`src/rtl/sw_rs_pkg.sv`:
```
// Shared defaults, packed dispatch-slot offsets and dispatch-count encodings
// for the store-side reservation station.
package sw_rs_pkg;

  localparam int unsigned ENT_SEL_DEF = 2;
  localparam int unsigned DATA_W_DEF  = 32;
  localparam int unsigned TAG_W_DEF   = 6;
  localparam int unsigned OPC_W_DEF   = 8;

  localparam int unsigned SLOT0 = 0;
  localparam int unsigned SLOT1 = 1;

  typedef enum logic [1:0] {
    REQ_NONE    = 2'd0,
    REQ_ONE     = 2'd1,
    REQ_TWO     = 2'd2,
    REQ_ILLEGAL = 2'd3
  } req_num_e;

endpackage

```
`src/rtl/sw_rs_entry.sv`:
```
// One reservation-station entry: busy/ready state, payload storage and
// result-bus tag compare (bypass on write, wakeup while busy). Macro: SW_RS_DUAL_CDB_EN.
module sw_rs_entry
  import sw_rs_pkg::*;
#(
  parameter int DATA_W = DATA_W_DEF,
  parameter int TAG_W  = TAG_W_DEF,
  parameter int OPC_W  = OPC_W_DEF
) (
  input  logic              clk_i,
  input  logic              reset_n_i,
  input  logic              kill_i,
  input  logic              we_i,
  input  logic              clr_i,
  input  logic [OPC_W-1:0]  wr_opc_i,
  input  logic [DATA_W-1:0] wr_src1_i,
  input  logic [DATA_W-1:0] wr_src2_i,
  input  logic              wr_rdy1_i,
  input  logic              wr_rdy2_i,
  input  logic [TAG_W-1:0]  wr_dst_tag_i,
  input  logic              cdb_valid_i,
  input  logic [TAG_W-1:0]  cdb_tag_i,
  input  logic [DATA_W-1:0] cdb_data_i,
`ifdef SW_RS_DUAL_CDB_EN
  input  logic              cdb1_valid_i,
  input  logic [TAG_W-1:0]  cdb1_tag_i,
  input  logic [DATA_W-1:0] cdb1_data_i,
`endif
  output logic              busy_o,
  output logic              busy_next_o,
  output logic              ready_o,
  output logic [OPC_W-1:0]  opc_o,
  output logic [DATA_W-1:0] src1_o,
  output logic [DATA_W-1:0] src2_o,
  output logic [TAG_W-1:0]  dst_tag_o
);

  logic              busy_q, busy_d, rdy1_q, rdy1_d, rdy2_q, rdy2_d;
  logic [DATA_W-1:0] src1_q, src1_d, src2_q, src2_d;
  logic [OPC_W-1:0]  opc_q, opc_d;
  logic [TAG_W-1:0]  dst_q, dst_d;
  logic [DATA_W-1:0] s1_in, s2_in;
  logic              r1_in, r2_in, live;

  // Incoming dispatch data and stored operands share one capture path.
  assign s1_in = we_i ? wr_src1_i : src1_q;
  assign s2_in = we_i ? wr_src2_i : src2_q;
  assign r1_in = we_i ? wr_rdy1_i : rdy1_q;
  assign r2_in = we_i ? wr_rdy2_i : rdy2_q;
  assign live  = we_i | busy_q;

  always_comb begin
    src1_d = s1_in;
    src2_d = s2_in;
    rdy1_d = r1_in;
    rdy2_d = r2_in;
    opc_d  = we_i ? wr_opc_i : opc_q;
    dst_d  = we_i ? wr_dst_tag_i : dst_q;
    if (live && !r1_in) begin
`ifdef SW_RS_DUAL_CDB_EN
      if (cdb1_valid_i && s1_in[TAG_W-1:0] == cdb1_tag_i) begin
        src1_d = cdb1_data_i;
        rdy1_d = 1'b1;
      end
`endif
      if (cdb_valid_i && s1_in[TAG_W-1:0] == cdb_tag_i) begin
        src1_d = cdb_data_i;
        rdy1_d = 1'b1;
      end
    end
    if (live && !r2_in) begin
`ifdef SW_RS_DUAL_CDB_EN
      if (cdb1_valid_i && s2_in[TAG_W-1:0] == cdb1_tag_i) begin
        src2_d = cdb1_data_i;
        rdy2_d = 1'b1;
      end
`endif
      if (cdb_valid_i && s2_in[TAG_W-1:0] == cdb_tag_i) begin
        src2_d = cdb_data_i;
        rdy2_d = 1'b1;
      end
    end
    if (kill_i)      busy_d = 1'b0;
    else if (we_i)   busy_d = 1'b1;
    else if (clr_i)  busy_d = 1'b0;
    else             busy_d = busy_q;
  end

  always_ff @(posedge clk_i) begin
    if (!reset_n_i) begin
      busy_q <= 1'b0;
      rdy1_q <= 1'b0;
      rdy2_q <= 1'b0;
    end else begin
      busy_q <= busy_d;
      rdy1_q <= rdy1_d;
      rdy2_q <= rdy2_d;
    end
  end

  always_ff @(posedge clk_i) begin
    src1_q <= src1_d;
    src2_q <= src2_d;
    opc_q  <= opc_d;
    dst_q  <= dst_d;
  end

  assign busy_o      = busy_q;
  assign busy_next_o = busy_d;
  assign ready_o     = busy_q & rdy1_q & rdy2_q;
  assign opc_o       = opc_q;
  assign src1_o      = src1_q;
  assign src2_o      = src2_q;
  assign dst_tag_o   = dst_q;

endmodule

```
`src/rtl/sw_rs_entry_array.sv`:
```
// Store-side reservation station storage: dispatch writes, wakeup, busy/ready
// export and registered issue stage. Macro: SW_RS_DUAL_CDB_EN (second result bus).
module sw_rs_entry_array
  import sw_rs_pkg::*;
#(
  parameter int ENT_SEL = ENT_SEL_DEF,
  parameter int ENT_NUM = 2 ** ENT_SEL_DEF,
  parameter int DATA_W  = DATA_W_DEF,
  parameter int TAG_W   = TAG_W_DEF,
  parameter int OPC_W   = OPC_W_DEF
) (
  input  logic                clk_i,
  input  logic                reset_n_i,
  input  logic                dp_stall_i,
  input  logic                dp_kill_i,
  input  logic [1:0]          req_num_i,
  input  logic [ENT_SEL-1:0]  alloc_ptr_i,
  input  logic                allocatable_i,
  input  logic [2*OPC_W-1:0]  dp_opc_i,
  input  logic [2*DATA_W-1:0] dp_src1_i,
  input  logic [2*DATA_W-1:0] dp_src2_i,
  input  logic [1:0]          dp_rdy1_i,
  input  logic [1:0]          dp_rdy2_i,
  input  logic [2*TAG_W-1:0]  dp_dst_tag_i,
  input  logic                cdb_valid_i,
  input  logic [TAG_W-1:0]    cdb_tag_i,
  input  logic [DATA_W-1:0]   cdb_data_i,
`ifdef SW_RS_DUAL_CDB_EN
  input  logic                cdb1_valid_i,
  input  logic [TAG_W-1:0]    cdb1_tag_i,
  input  logic [DATA_W-1:0]   cdb1_data_i,
`endif
  input  logic [ENT_SEL-1:0]  issue_ptr_i,
  input  logic                issue_valid_i,
  input  logic                iss_ready_i,
  output logic [ENT_NUM-1:0]  busy_vector_o,
  output logic [ENT_NUM-1:0]  busy_vector_next_o,
  output logic [ENT_NUM-1:0]  ready_vector_o,
  output logic                issue_fire_o,
  output logic                iss_valid_o,
  output logic [OPC_W-1:0]    iss_opc_o,
  output logic [DATA_W-1:0]   iss_src1_o,
  output logic [DATA_W-1:0]   iss_src2_o,
  output logic [TAG_W-1:0]    iss_dst_tag_o
);

  req_num_e           req;
  logic               we;
  logic [ENT_SEL-1:0] alloc_ptr1;
  logic [ENT_NUM-1:0] wr0, wr1, clr;

  logic [OPC_W-1:0]   e_opc  [ENT_NUM];
  logic [DATA_W-1:0]  e_src1 [ENT_NUM];
  logic [DATA_W-1:0]  e_src2 [ENT_NUM];
  logic [TAG_W-1:0]   e_dst  [ENT_NUM];

  logic               iss_valid_q;
  logic [OPC_W-1:0]   iss_opc_q;
  logic [DATA_W-1:0]  iss_src1_q, iss_src2_q;
  logic [TAG_W-1:0]   iss_dst_q;

  assign req        = req_num_e'(req_num_i);
  assign we         = ~dp_stall_i & ~dp_kill_i & allocatable_i;
  assign alloc_ptr1 = alloc_ptr_i + 1'b1;

  always_comb begin
    wr0 = '0;
    wr1 = '0;
    clr = '0;
    if (we && (req == REQ_ONE || req == REQ_TWO)) wr0[alloc_ptr_i] = 1'b1;
    if (we && req == REQ_TWO)                     wr1[alloc_ptr1]  = 1'b1;
    if (issue_fire_o)                             clr[issue_ptr_i] = 1'b1;
  end

  assign issue_fire_o = issue_valid_i & busy_vector_o[issue_ptr_i]
                      & (~iss_valid_q | iss_ready_i) & ~dp_kill_i;

  for (genvar e = 0; e < ENT_NUM; e++) begin : g_ent
    sw_rs_entry #(
      .DATA_W (DATA_W),
      .TAG_W  (TAG_W),
      .OPC_W  (OPC_W)
    ) u_ent (
      .clk_i        (clk_i),
      .reset_n_i    (reset_n_i),
      .kill_i       (dp_kill_i),
      .we_i         (wr0[e] | wr1[e]),
      .clr_i        (clr[e]),
      .wr_opc_i     (wr1[e] ? dp_opc_i[SLOT1*OPC_W +: OPC_W]      : dp_opc_i[SLOT0*OPC_W +: OPC_W]),
      .wr_src1_i    (wr1[e] ? dp_src1_i[SLOT1*DATA_W +: DATA_W]   : dp_src1_i[SLOT0*DATA_W +: DATA_W]),
      .wr_src2_i    (wr1[e] ? dp_src2_i[SLOT1*DATA_W +: DATA_W]   : dp_src2_i[SLOT0*DATA_W +: DATA_W]),
      .wr_rdy1_i    (wr1[e] ? dp_rdy1_i[SLOT1] : dp_rdy1_i[SLOT0]),
      .wr_rdy2_i    (wr1[e] ? dp_rdy2_i[SLOT1] : dp_rdy2_i[SLOT0]),
      .wr_dst_tag_i (wr1[e] ? dp_dst_tag_i[SLOT1*TAG_W +: TAG_W]  : dp_dst_tag_i[SLOT0*TAG_W +: TAG_W]),
      .cdb_valid_i  (cdb_valid_i),
      .cdb_tag_i    (cdb_tag_i),
      .cdb_data_i   (cdb_data_i),
`ifdef SW_RS_DUAL_CDB_EN
      .cdb1_valid_i (cdb1_valid_i),
      .cdb1_tag_i   (cdb1_tag_i),
      .cdb1_data_i  (cdb1_data_i),
`endif
      .busy_o       (busy_vector_o[e]),
      .busy_next_o  (busy_vector_next_o[e]),
      .ready_o      (ready_vector_o[e]),
      .opc_o        (e_opc[e]),
      .src1_o       (e_src1[e]),
      .src2_o       (e_src2[e]),
      .dst_tag_o    (e_dst[e])
    );
  end

  always_ff @(posedge clk_i) begin
    if (!reset_n_i) begin
      iss_valid_q <= 1'b0;
      iss_opc_q   <= '0;
      iss_src1_q  <= '0;
      iss_src2_q  <= '0;
      iss_dst_q   <= '0;
    end else if (dp_kill_i) begin
      iss_valid_q <= 1'b0;
    end else if (issue_fire_o) begin
      iss_valid_q <= 1'b1;
      iss_opc_q   <= e_opc[issue_ptr_i];
      iss_src1_q  <= e_src1[issue_ptr_i];
      iss_src2_q  <= e_src2[issue_ptr_i];
      iss_dst_q   <= e_dst[issue_ptr_i];
    end else if (iss_ready_i) begin
      iss_valid_q <= 1'b0;
    end
  end

  assign iss_valid_o   = iss_valid_q;
  assign iss_opc_o     = iss_opc_q;
  assign iss_src1_o    = iss_src1_q;
  assign iss_src2_o    = iss_src2_q;
  assign iss_dst_tag_o = iss_dst_q;

endmodule

```
`config.mk`:
```
export PLATFORM = sky130hd
export DESIGN_NAME = sw_rs_entry_array
export DESIGN_NICKNAME = d
export VERILOG_FILES = /design/src/rtl/sw_rs_pkg.sv /design/src/rtl/sw_rs_entry.sv /design/src/rtl/sw_rs_entry_array.sv
export SDC_FILE = /design/constraint.sdc
export NUM_CORES = 1
export LEC_CHECK = 0
export BUFFER_PORTS_ARGS = -buffer_cell sky130_fd_sc_hd__clkbuf_2
export CAP_MARGIN = 20
export CELL_PAD_IN_SITES_DETAIL_PLACEMENT = 1
export CELL_PAD_IN_SITES_GLOBAL_PLACEMENT = 1
export CORE_UTILIZATION = 39
export CTS_CLUSTER_DIAMETER = 30
export DETAILED_ROUTE_END_ITERATION = 8
export MAX_ROUTING_LAYER = met4
export PLACE_DENSITY = 0.78
export SETUP_SLACK_MARGIN = 0.4
export SYNTH_ARGS = -nofsm -noshare
export SYNTH_HDL_FRONTEND = slang
export SYNTH_SLANG_ARGS = --single-unit
```
`constraint.sdc`:
```
create_clock -name clk_i -period 4.85 [get_ports clk_i]
set_clock_uncertainty 0.2 [all_clocks]
set_input_delay 0.97 -clock clk_i [delete_from_list [all_inputs] [get_ports clk_i]]
set_output_delay 0.97 -clock clk_i [all_outputs]
set_load 0.03 [all_outputs]
```
[Word-level counts from Yosys, hierarchy flattened]
Cells that the tools add are included.
Widths: inputs -> output; s select.
Storage, ports and cells
  word-level logic and storage cells: 220
  input port bits: 212
  register bits after elaboration: 403
Operators by class
  bitwise operators: 27
  equal/unequal tests: 10
  magnitude comparators: 7
  mux-type cells: 109
  add/sub/neg operators: 1
  reductions and logical operators: 33
Operator list (number)
  $mux 32: 36
  $bmux 32 s2: 2
  $mux 1: 50
  $eq 6x6->1: 8
  $mux 8: 6
  $mux 6: 6
  $logic_and 1x1->1: 21
  $bmux 8 s2: 1
  $and 1x1->1: 13
  $bmux 6 s2: 1
  $mux 4: 3
  $lt 2x3->1 const B: 3
  $or 1x1->1: 9
  $logic_not 1->1: 8
  $demux 1 s2: 3
  $ge 2x1->1 const B: 3
  $not 1->1: 4
  $ge 3x3->1 const B: 1
  $not 2->3: 1
  $add 2x1->2 const B: 1
  $bmux 1 s2: 1
  $eq 2x1->1 const B: 1
  $eq 2x2->1 const B: 1
  $reduce_and 2->1: 1
  3 further kinds: 3

[Longest topological paths before layout]
Gate-level depths: netlist of run 1.
  depth after elaboration: 12
  depth in mapped cells: 13
  depth with buffers taken out: 9

[Cells and area by module]
From an unflattened synthesis of run 1, not the netlist that was laid out.
Second synthesis, totals
  cell total of the unflattened synthesis: 1862
  area, all modules: 24099.4 um2
By module, submodules not included
  sw_rs_entry: times used 4, seq. area each 1761.7 um2, cells each 260, area an instance 3721.1 um2
  sw_rs_entry_array: times used 1, seq. area each 1581.5 um2, cells each 822, area an instance 9215.1 um2

[Least setup slack after synthesis of run 1]
No wires, ideal clock.
  path kind: input -> register
  from: input req_num_i[0]
  to: register g_ent[3].u_ent.src2_q[25]
  slack: 0.676 ns
  arrival: 3.851 ns
  path buffers: 4
  stages on the path: 13
  cell sequence: inv_1 > ha_1 > or4b_1 > buf_2 > nor2_1 > clkbuf_1 > nand2_1 > a31oi_1 > xor2_1 > or4_1 > buf_2 > buf_6 > mux2_1
On the way
  word-level cells in the longest chain between the ends: 10
  elaborated cells on any way between the ends: 19
RTL lines
  from (decl): RTL line sw_rs_entry_array.sv:16  | input logic [1:0] req_num_i,
  $eq 2x1->1 / $eq 2x2->1 (equally long branches): RTL line sw_rs_entry_array.sv:70, sw_rs_entry_array.sv:71
  $logic_or 1x1->1: RTL line sw_rs_entry_array.sv:70  | if (we && (req == REQ_ONE || req == REQ_TWO)) wr0[alloc_ptr_i] = 1'b1;
  $logic_and 1x1->1: RTL line sw_rs_entry_array.sv:70
  $mux 4: RTL line sw_rs_entry_array.sv:70
  $or 1x1->1: RTL line sw_rs_entry_array.sv:87  | .we_i (wr0[e] | wr1[e]),
  $mux 32: RTL line sw_rs_entry.sv:47  | assign s2_in = we_i ? wr_src2_i : src2_q;
  $eq 6x6->1: RTL line sw_rs_entry.sv:78  | if (cdb_valid_i && s2_in[TAG_W-1:0] == cdb_tag_i) begin
  $logic_and 1x1->1: RTL line sw_rs_entry.sv:78
  $mux 32: RTL line sw_rs_entry.sv:78
  $mux 32 (*): RTL line sw_rs_entry.sv:71  | if (live && !r2_in) begin
  net g_ent[3].u_ent.src2_d[25]: RTL line sw_rs_entry.sv:39  | logic [DATA_W-1:0] src1_q, src1_d, src2_q, src2_d;
  to (signal assigned): RTL line sw_rs_entry.sv:103  | src2_q <= src2_d;
  to (decl): RTL line sw_rs_entry.sv:39
The timed path passes the listed nets; every way through them passes the cells marked *.
A chain may end at the register's enable or synchronous reset.

[Worst setup path after layout of run 1]
  from: input dp_kill_i
  to: output busy_vector_next_o[3]
On the way
  word-level cells in the longest chain between the ends: 8
  elaborated cells on any way between the ends: 13
RTL lines
  from (decl): RTL line sw_rs_entry_array.sv:15  | input logic dp_kill_i,
  $not 1->1 (no line)
  $and 1x1->1 (2 in series): RTL line sw_rs_entry_array.sv:63  | assign we = ~dp_stall_i & ~dp_kill_i & allocatable_i;
  $logic_and 1x1->1, on equally long branches: RTL line sw_rs_entry_array.sv:70, sw_rs_entry_array.sv:71
  $mux 4, on equally long branches: RTL line sw_rs_entry_array.sv:70, sw_rs_entry_array.sv:71
  $or 1x1->1: RTL line sw_rs_entry_array.sv:87
  $mux 1: RTL line sw_rs_entry.sv:84  | else if (we_i) busy_d = 1'b1;
  $mux 1 (*): RTL line sw_rs_entry.sv:83  | if (kill_i) busy_d = 1'b0;
  to (decl): RTL line sw_rs_entry_array.sv:37  | output logic [ENT_NUM-1:0] busy_vector_next_o,
Every way passes the cells marked *; elsewhere a longest branch is shown, timed or not.

==> metrics.txt, run 1 <==
status=completed; Post-DP Area=24100 um^2; RSZ-0062 raised after global routing=no; Worst Slack Setup Final=636 ps; Clock power frac=0.523; syn_nets=2698; Max-Cap Viols=0; Fill cells=6339; first-pass GRT wire length=139000 um; Via Count=21500; most common cell after layout, fill and taps aside=nand2_1; Syn Inst Count=2485; root buffer cell=clkbuf_16; TNS Setup=0 ps; drt via density=5.98; CORE AREA=55300 um^2; Critical Path RT=3680 ps; fin area=27900 um^2; Synth top area share=0.317; sw frac=0.258; static leakage power=11.6 nW; Die Y-Extent=239 um; Power per Cell Area=509 nW/um^2; Place WS=225 ps; GPL Wtd Cong=0.912; number of flops mapped to enable cells by yosys=56; worst-margin pin slew=1020 ps; Die ar.=57200 um^2; Yosys top cell by area=dfxtp_1; Overflow after GRT=0; initial antenna violation count=15; average cell area after synthesis=8.83 um^2; maximum fanout along the worst path=25; period utilization=0.869; CTS Buf Count=104; # DRC=0; Area Overhead vs Synth=27.4%; post-synthesis sequential area ratio=0.393; Setup violations, final=0; Seq pwr share=0.314; Final min period=4210 ps; wire per inst=25.5 um; Die Wd=239 um; synth top area cells=dfxtp_1 (32%), mux2_2 (14%), nand2_1 (12%), mux4_2 (8.1%), edfxtp_1 (7.7%); Port Buffer Count=303; WS Path Type=primary input to primary output; CP Capture Type=primary output; relative slew slack=0.317; Hold Crit Class=flip-flop to flip-flop; maximum vdd drop=0.000293 V; NetSw=3.67 mW; Int Power=10.6 mW; Pins Over Slew Limit=0; Final Power=14.2 mW; CTS sink cnt=403; # nets final=2959; ANT nets after route=0; synth warn=0; final hold vios=0; synth unique cells=55; CP arrival=3040 ps; dpl hpwl=59000 um; CTS H-Tree Depth=3; Post-synth ARST share=0; Logic pwr share=0.163; largest net degree at the start of global routing=91; startpoint types=primary input; Starting Density=0.397; upper clock frequency limit=0.237 GHz; Synth Register Bits=403; commonest cells after routing, fill and taps aside=nand2_1 (706), dfxtp_1 (347), clkbuf_2 (300); First DRT Iteration DRCs=1542; clock slew at reported path FFs=40 ps; row cnt=86; Worst-Skew Late Latency=650 ps; Post-Syn Area=21900 um^2; layout cells sized above 1=0.329; first-pass iteration count of the detailed router=7; worst-case clock buffer depth=3; Overall Global Routing Usage=0.327; CTS tree=built; Post-synth top flop=dfxtp_1; vias in the first global route=23400; drt total wl=91500 um; hold_buf cts=0; IO Count=304
[power groups by stage]
stage          clock (mW)  sequential, mW  combinational (mW)
2_1_floorplan           0            4.35                1.68
3_3_place_gp            0            4.44                2.07
3_5_place_dp            0            4.49                2.24
4_1_cts              7.50            4.45                2.30
5_1_grt              7.70            4.52                2.52
6_report             7.45            4.46                2.33
[what timing repair did]
item	in CTS	in global routing
gates resized for setup	1	1
setup buffers	1	0
endpoints found under the setup margin	1	1
pin swaps	1	0
[logic make-up (layout without fill, tap and decap cells)]
group           Yosys count  after routing  share of synthesized area
xor+xnor                 48             48                     0.0192
mux                     363            363                      0.227
flops                   403            403                      0.393
buf+inv                 226            574                     0.0484
other cells               0             15                          0
compound gates          415            415                      0.126
fa+ha+maj                 1              1                   0.000570
simple gates           1029           1029                      0.186
[sequential cells by signal (all words and copies together) (netlist names), 6 cells and up]
signal / flops
iss_src1_o: 32
iss_dst_tag_o: 6
iss_opc_o: 8
g_ent.u_ent.opc_o: 32
g_ent.u_ent.src2_o: 128
g_ent.u_ent.dst_tag_o: 24
iss_src2_o: 32
g_ent.u_ent.src1_o: 128
[cell usage after synthesis (13+ instances only)]
library cell,instances
buf_1,33
buf_4,16
dfxtp_1,347
o21ai_0,25
xnor2_1,21
buf_6,17
nor3_1,14
xor2_1,27
nor2_1,245
edfxtp_1,56
mux2_1,19
a32oi_1,16
mux4_2,79
nand3_1,14
mux2_2,265
a31oi_1,241
buf_2,21
a21boi_0,84
clkbuf_1,135
a21oi_1,13
nand2_1,713
[per-stage QoR]
| step | std cells | hold WS [ps] | util |
|---|---|---|---|
| 5_1_grt | 3596 | 282 | 0.505 |
| 3_3_place_gp | 3387 | 254 | 0.436 |
| 4_1_cts | 3581 | 269 | 0.505 |
| 6_report | 3596 | 264 | 0.505 |
| 3_5_place_dp | 3387 | 263 | 0.436 |
| 2_1_floorplan | 2485 | 367 | - |
[cell type report]
cell class / count / area (um^2) / share of cell area
multi-input combinational: 1856 / 12400 / 0.442
sequential: 403 / 8630 / 0.309
clock buffer: 130 / 2910 / 0.104
timing repair buffer: 377 / 2180 / 0.0781
tap: 748 / 936 / 0.0335
clock inverter: 63 / 876 / 0.0313
antenna: 15 / 37.5 / 0.00134
inverter: 4 / 16.3 / 0.000582
[per-layer routing]
metal	share of wire	up-vias	global-route usage	routed length, um
met5	0	-	-	0
met4	0.047	0	0.186	4260
met3	0.079	310	0.0649	7250
met2	0.49	1071	0.545	45300
met1	0.38	10800	0.366	34800
li1	-	9305	-	-
[final timing paths]
check / startpoint / to / slack [ps] / cells past startpoint
worst max register to register: g_ent[3].u_ent.busy_o / iss_src2_o[10] / 1650 / 6
worst min register to register: iss_src1_o[10] / iss_src1_o[10] / 260 / 2
worst min-delay path: iss_src1_o[10] / iss_src1_o[10] / 260 / 2
worst max-delay path: dp_kill_i / busy_vector_next_o[3] / 640 / 8
[critical path: stages]
cell and delay [ps]:
clkbuf_2 190, and4bb_4 610, nand2_4 310, nand2_1 230, buf_4 300, a21oi_1 70
nor2_1 120, clkbuf_2 220
Note: power is estimated with default switching activity, not from simulation.
==> run 2, diff against run 1 <==
--- a/config.mk
+++ b/config.mk
@@ -9,6 +9,7 @@
 export CAP_MARGIN = 20
 export CELL_PAD_IN_SITES_DETAIL_PLACEMENT = 1
 export CELL_PAD_IN_SITES_GLOBAL_PLACEMENT = 1
+export CORE_MARGIN = 2
 export CORE_UTILIZATION = 39
 export CTS_CLUSTER_DIAMETER = 30
 export DETAILED_ROUTE_END_ITERATION = 8
==> run 2 against run 1 <==
First-iteration DRC count is 21% higher. Design area fell by 0.34%. Setup slack got worse by 92 ps. Power rose by 0.39%. Flip-flop and latch count is the same. Clock power is essentially flat. Via count increased by 0.45%. Final cell count fell by 0.14%. Core utilization is 0.17 points lower. Register-to-register slack improved by 300 ps. Sequential power is essentially flat. Hold slack worse by 1.7 ps.
==> metrics.txt, run 2 (synthesis gave the netlist of run 1 again) <==
Area Overhead vs Synth=27.0%; clock slew at reported path FFs=40 ps; Die Wd=241 um; Fill cells=6382; Port Buffer Count=303; worst-case clock buffer depth=3; Post-CTS Setup Bufs=0; first-pass iteration count of the detailed router=5; dpl hpwl=57900 um; RSZ-0062 raised after global routing=no; drt total wl=93500 um; status=completed; wire per inst=26.0 um; Worst-Skew Late Latency=640 ps; drt via density=6.01; ANT nets after route=0; Via Count=21600; R2R setup slack=1950 ps; Power per Cell Area=513 nW/um^2; WS Path Type=primary input to primary output; most common cell after layout, fill and taps aside=nand2_1; initial antenna violation count=19; GPL Wtd Cong=0.925; Max-Cap Viols=0; non-filler cells, final=3591; CP arrival=3140 ps; root buffer cell=clkbuf_16; IO Count=304; vias in the first global route=23700; commonest cells after routing, fill and taps aside=nand2_1 (706), dfxtp_1 (347), clkbuf_2 (300); Critical Path RT=3680 ps; final hold vios=0; Starting Density=0.397; # nets final=2951; CORE AREA=55300 um^2; Die ar.=58200 um^2; largest net degree at the start of global routing=102; worst-margin pin slew=1040 ps; CTS sink cnt=403; upper clock frequency limit=0.232 GHz; # DRC=0; period utilization=0.888; CTS Buf Count=104; Overall Global Routing Usage=0.330; maximum fanout along the worst path=33; TNS Setup=0 ps; Final min period=4310 ps; Hold Crit Class=flip-flop to flip-flop; Pins Over Slew Limit=0; startpoint types=primary input; maximum vdd drop=0.000292 V; row cnt=86; CTS tree=built; first-pass GRT wire length=141000 um; static leakage power=11.5 nW; CTS H-Tree Depth=3; Overflow after GRT=0; First DRT Iteration DRCs=1861; Setup violations, final=0; layout cells sized above 1=0.327; relative slew slack=0.307; DP Cell Count=3380; CP Capture Type=primary output; Die Y-Extent=241 um
==> run 2: cell count changes in the layout (fill, tap and decap cells not counted), sizes merged <==
cell and delta:
clkbuf +2, inv -2, buf -8, diode +5, clkinv -2
==> run 2: power breakdown <==
part / internal, mW / switching [mW] / leakage, nW
Combinational: 1.26 / 1.10 / 6.28
Clock: 5.24 / 2.23 / 1.85
Sequential: 4.08 / 0.380 / 3.39
==> run 2: final timing paths <==
kind | from | end | depth (start not counted)
setup reg to reg | g_ent[3].u_ent.src2_o[4] | g_ent[3].u_ent.src2_o[29] | 7
setup / recovery | req_num_i[0] | busy_vector_next_o[3] | 11
hold reg to reg | iss_src1_o[12] | iss_src1_o[12] | 2
hold / removal | iss_src1_o[12] | iss_src1_o[12] | 2
==> run 2: final cells by class <==
type,instances,area (um^2),area share
Clock buffer,132,2930,0.105
Sequential cell,403,8630,0.310
Clock inverter,59,867,0.0311
Tap cell,748,936,0.0336
Timing Repair Buffer,369,2090,0.0750
Inverter,4,16.3,0.000584
Antenna cell,20,50.0,0.00180
Multi-Input combinational cell,1856,12300,0.443
==> run 2: timing repair <==
action                     in CTS  in global routing
gates resized for setup         1                  5
hold buffers                    0                  0
setup endpoints to repair       1                  3
==> run 2: routing by layer <==
metal | track usage | share of wire | wire [um]
met5 | - | 0 | 0
met4 | 0.189 | 0.046 | 4280
met3 | 0.0742 | 0.082 | 7640
met2 | 0.535 | 0.48 | 45300
met1 | 0.375 | 0.39 | 36300
==> run 2: worst max-delay path, stage by stage <==
cell and delay [ps]:
clkbuf_2 80, inv_1 40, ha_1 320, nor4b_4 310, buf_8 270, nand2_2 250
nand2_1 220, buf_6 240, a21oi_1 70, nor2_1 130, clkbuf_2 230
==> run 2: through the flow <==
stage	hold WS [ps]	area, um^2	total power [mW]	utilization	worst slack, ps
final	263	27900	14.3	0.504	544
after global routing	281	27900	14.8	0.504	438
after CTS	267	27800	14.3	0.502	418
after detailed placement	261	24000	6.75	0.434	103
after global placement	256	24000	6.54	0.434	197
after floorplan	367	21900	6.03	-	676
==> run 3, diff against run 2 <==
--- a/config.mk
+++ b/config.mk
@@ -9,12 +9,12 @@
 export CAP_MARGIN = 20
 export CELL_PAD_IN_SITES_DETAIL_PLACEMENT = 1
 export CELL_PAD_IN_SITES_GLOBAL_PLACEMENT = 1
-export CORE_MARGIN = 2
+export CORE_MARGIN = 4
 export CORE_UTILIZATION = 39
 export CTS_CLUSTER_DIAMETER = 30
 export DETAILED_ROUTE_END_ITERATION = 8
 export MAX_ROUTING_LAYER = met4
-export PLACE_DENSITY = 0.78
+export PLACE_DENSITY = 0.75
 export SETUP_SLACK_MARGIN = 0.4
 export SYNTH_ARGS = -nofsm -noshare
 export SYNTH_HDL_FRONTEND = slang
==> run 3 against run 2 <==
Hold slack improved by 2.2 ps. Critical path type unchanged. Core utilization fell by 0.31 points. Combinational power fell by 2%. Clock-buffer cell count rose by 1. Power fell by 3.4%. Highest routed layer unchanged. Wire length fell by 0.33%. Critical endpoint is now busy_vector_next_o[1].
==> metrics.txt, run 3 (synthesis gave the netlist of run 1 again) <==
relative slew slack=0.312; hold_buf cts=0; Via Count=21300; CTS tree=built; RR Startpoint=g_ent[3].u_ent.busy_o; status=completed; worst-margin pin slew=1030 ps; period utilization=0.900; first-pass GRT wire length=141000 um; initial antenna violation count=9; register area=8630 um^2; Pins Over Slew Limit=0; wire per inst=25.9 um; R2R setup slack=1590 ps; clock slew at reported path FFs=40 ps; Critical Path RT=3680 ps; Die Wd=245 um; startpoint types=primary input; Multi-input gate area=12300 um^2; Die ar.=60100 um^2; IO Count=304; hold path startpoint=iss_src2_o[19]; CP arrival=3200 ps; vias in the first global route=23400; maximum fanout along the worst path=33; CTS Buf Count=104; first-pass iteration count of the detailed router=5; maximum vdd drop=0.000343 V; worst-case clock buffer depth=3; ANT nets after route=0; Final min period=4370 ps; TNS Setup=0 ps; hold path endpoint=iss_src2_o[19]; Hold Crit Class=flip-flop to flip-flop; most common cell after layout, fill and taps aside=nand2_1; # DRC=0; Overall Global Routing Usage=0.312; First DRT Iteration DRCs=1569; CP Capture Type=primary output; Worst-Skew Late Latency=650 ps; Fill cells=6311; drt via density=5.92; Starting Density=0.396; RSZ-0062 raised after global routing=no; dpl hpwl=59700 um; CTS sink cnt=403; worst hold path depth=2; commonest cells after routing, fill and taps aside=nand2_1 (706), dfxtp_1 (347), clkbuf_2 (300); CORE AREA=55400 um^2; Max-Cap Viols=0; R2R depth=7; CTS H-Tree Depth=3; Area Overhead vs Synth=26.4%; Worst R2R End=iss_src1_o[22]; row cnt=86; Die Y-Extent=245 um; final hold vios=0; Port Buffer Count=303; WS Path Type=primary input to primary output; upper clock frequency limit=0.229 GHz; drt total wl=93200 um; layout cells sized above 1=0.325; static leakage power=11.5 nW; # nets final=2961; Power per Cell Area=498 nW/um^2; Setup violations, final=0; largest net degree at the start of global routing=91; GPL Wtd Cong=0.918; Final Hold Slack=265 ps; root buffer cell=clkbuf_16; Final Power=13.8 mW; Overflow after GRT=0
==> run 3: cell types whose count changed in the layout (fill, tap and decap cells not counted), sizes merged <==
cell,delta
diode,-13
clkbuf,+1
clkinvlp,-4
clkinv,+15
bufinv,-6
inv,-2
buf,+10
==> run 3: cell type report <==
cell class	count	area share
Sequential cell	403	0.311
Tap cell	748	0.0337
Timing Repair Buffer	379	0.0790
Clock buffer	133	0.103
Multi-Input combinational cell	1856	0.445
Antenna cell	7	0.000632
Clock inverter	62	0.0272
Inverter	4	0.000587
==> run 3: worst max-delay path, cell delays in order <==
cell and delay, ps:
clkbuf_2 90, inv_1 50, ha_1 340, nor4b_4 340, buf_12 250, nand2_4 220
buf_4 330, a31oi_1 320, clkbuf_2 270
==> run 3: per-layer routing <==
layer | track usage | up-vias | share of wire
li1 | - | 9315 | -
met1 | 0.361 | 10700 | 0.38
met2 | 0.527 | 991 | 0.50
met3 | 0.0549 | 261 | 0.073
met4 | 0.147 | 0 | 0.043
met5 | - | - | 0
==> run 3: what timing repair did <==
item | 4_1_cts | 5_1_grt
setup buffers | 0 | 0
resized for setup | 1 | 2
setup endpoints to repair | 1 | 1
cloned | 0 | 0
==> run 3: worst max path at each step <==
stage                 startpoint                   endpoint  slack (ps)  cells after the start
floorplan           req_num_i[0]  g_ent[3].u_ent.src2_o[25]         680                     13
detailed placement  req_num_i[0]  g_ent[1].u_ent.src2_o[21]         220                     12
global route        req_num_i[0]      busy_vector_next_o[3]         410                     11
global placement    req_num_i[0]  g_ent[1].u_ent.src2_o[20]         240                     12
CTS                 req_num_i[0]      busy_vector_next_o[3]         440                     10
finish              req_num_i[0]      busy_vector_next_o[1]         480                      9
==> run 3: stage by stage <==
stage	std cells	worst slack (ps)	utilization	cell area (um^2)
after global placement	3390	235	0.435	24100
after CTS	3585	441	0.500	27700
after detailed placement	3390	224	0.435	24100
after global routing	3592	408	0.500	27700
final	3592	485	0.500	27700
after floorplan	2485	676	-	21900
==> run 3: report_power, final <==
part	internal [mW]	switching, mW	total, mW
clock	4.81	2.22	7.03
sequential	4.08	0.382	4.47
combinational	1.26	1.05	2.31
total	10.2	3.65	13.8
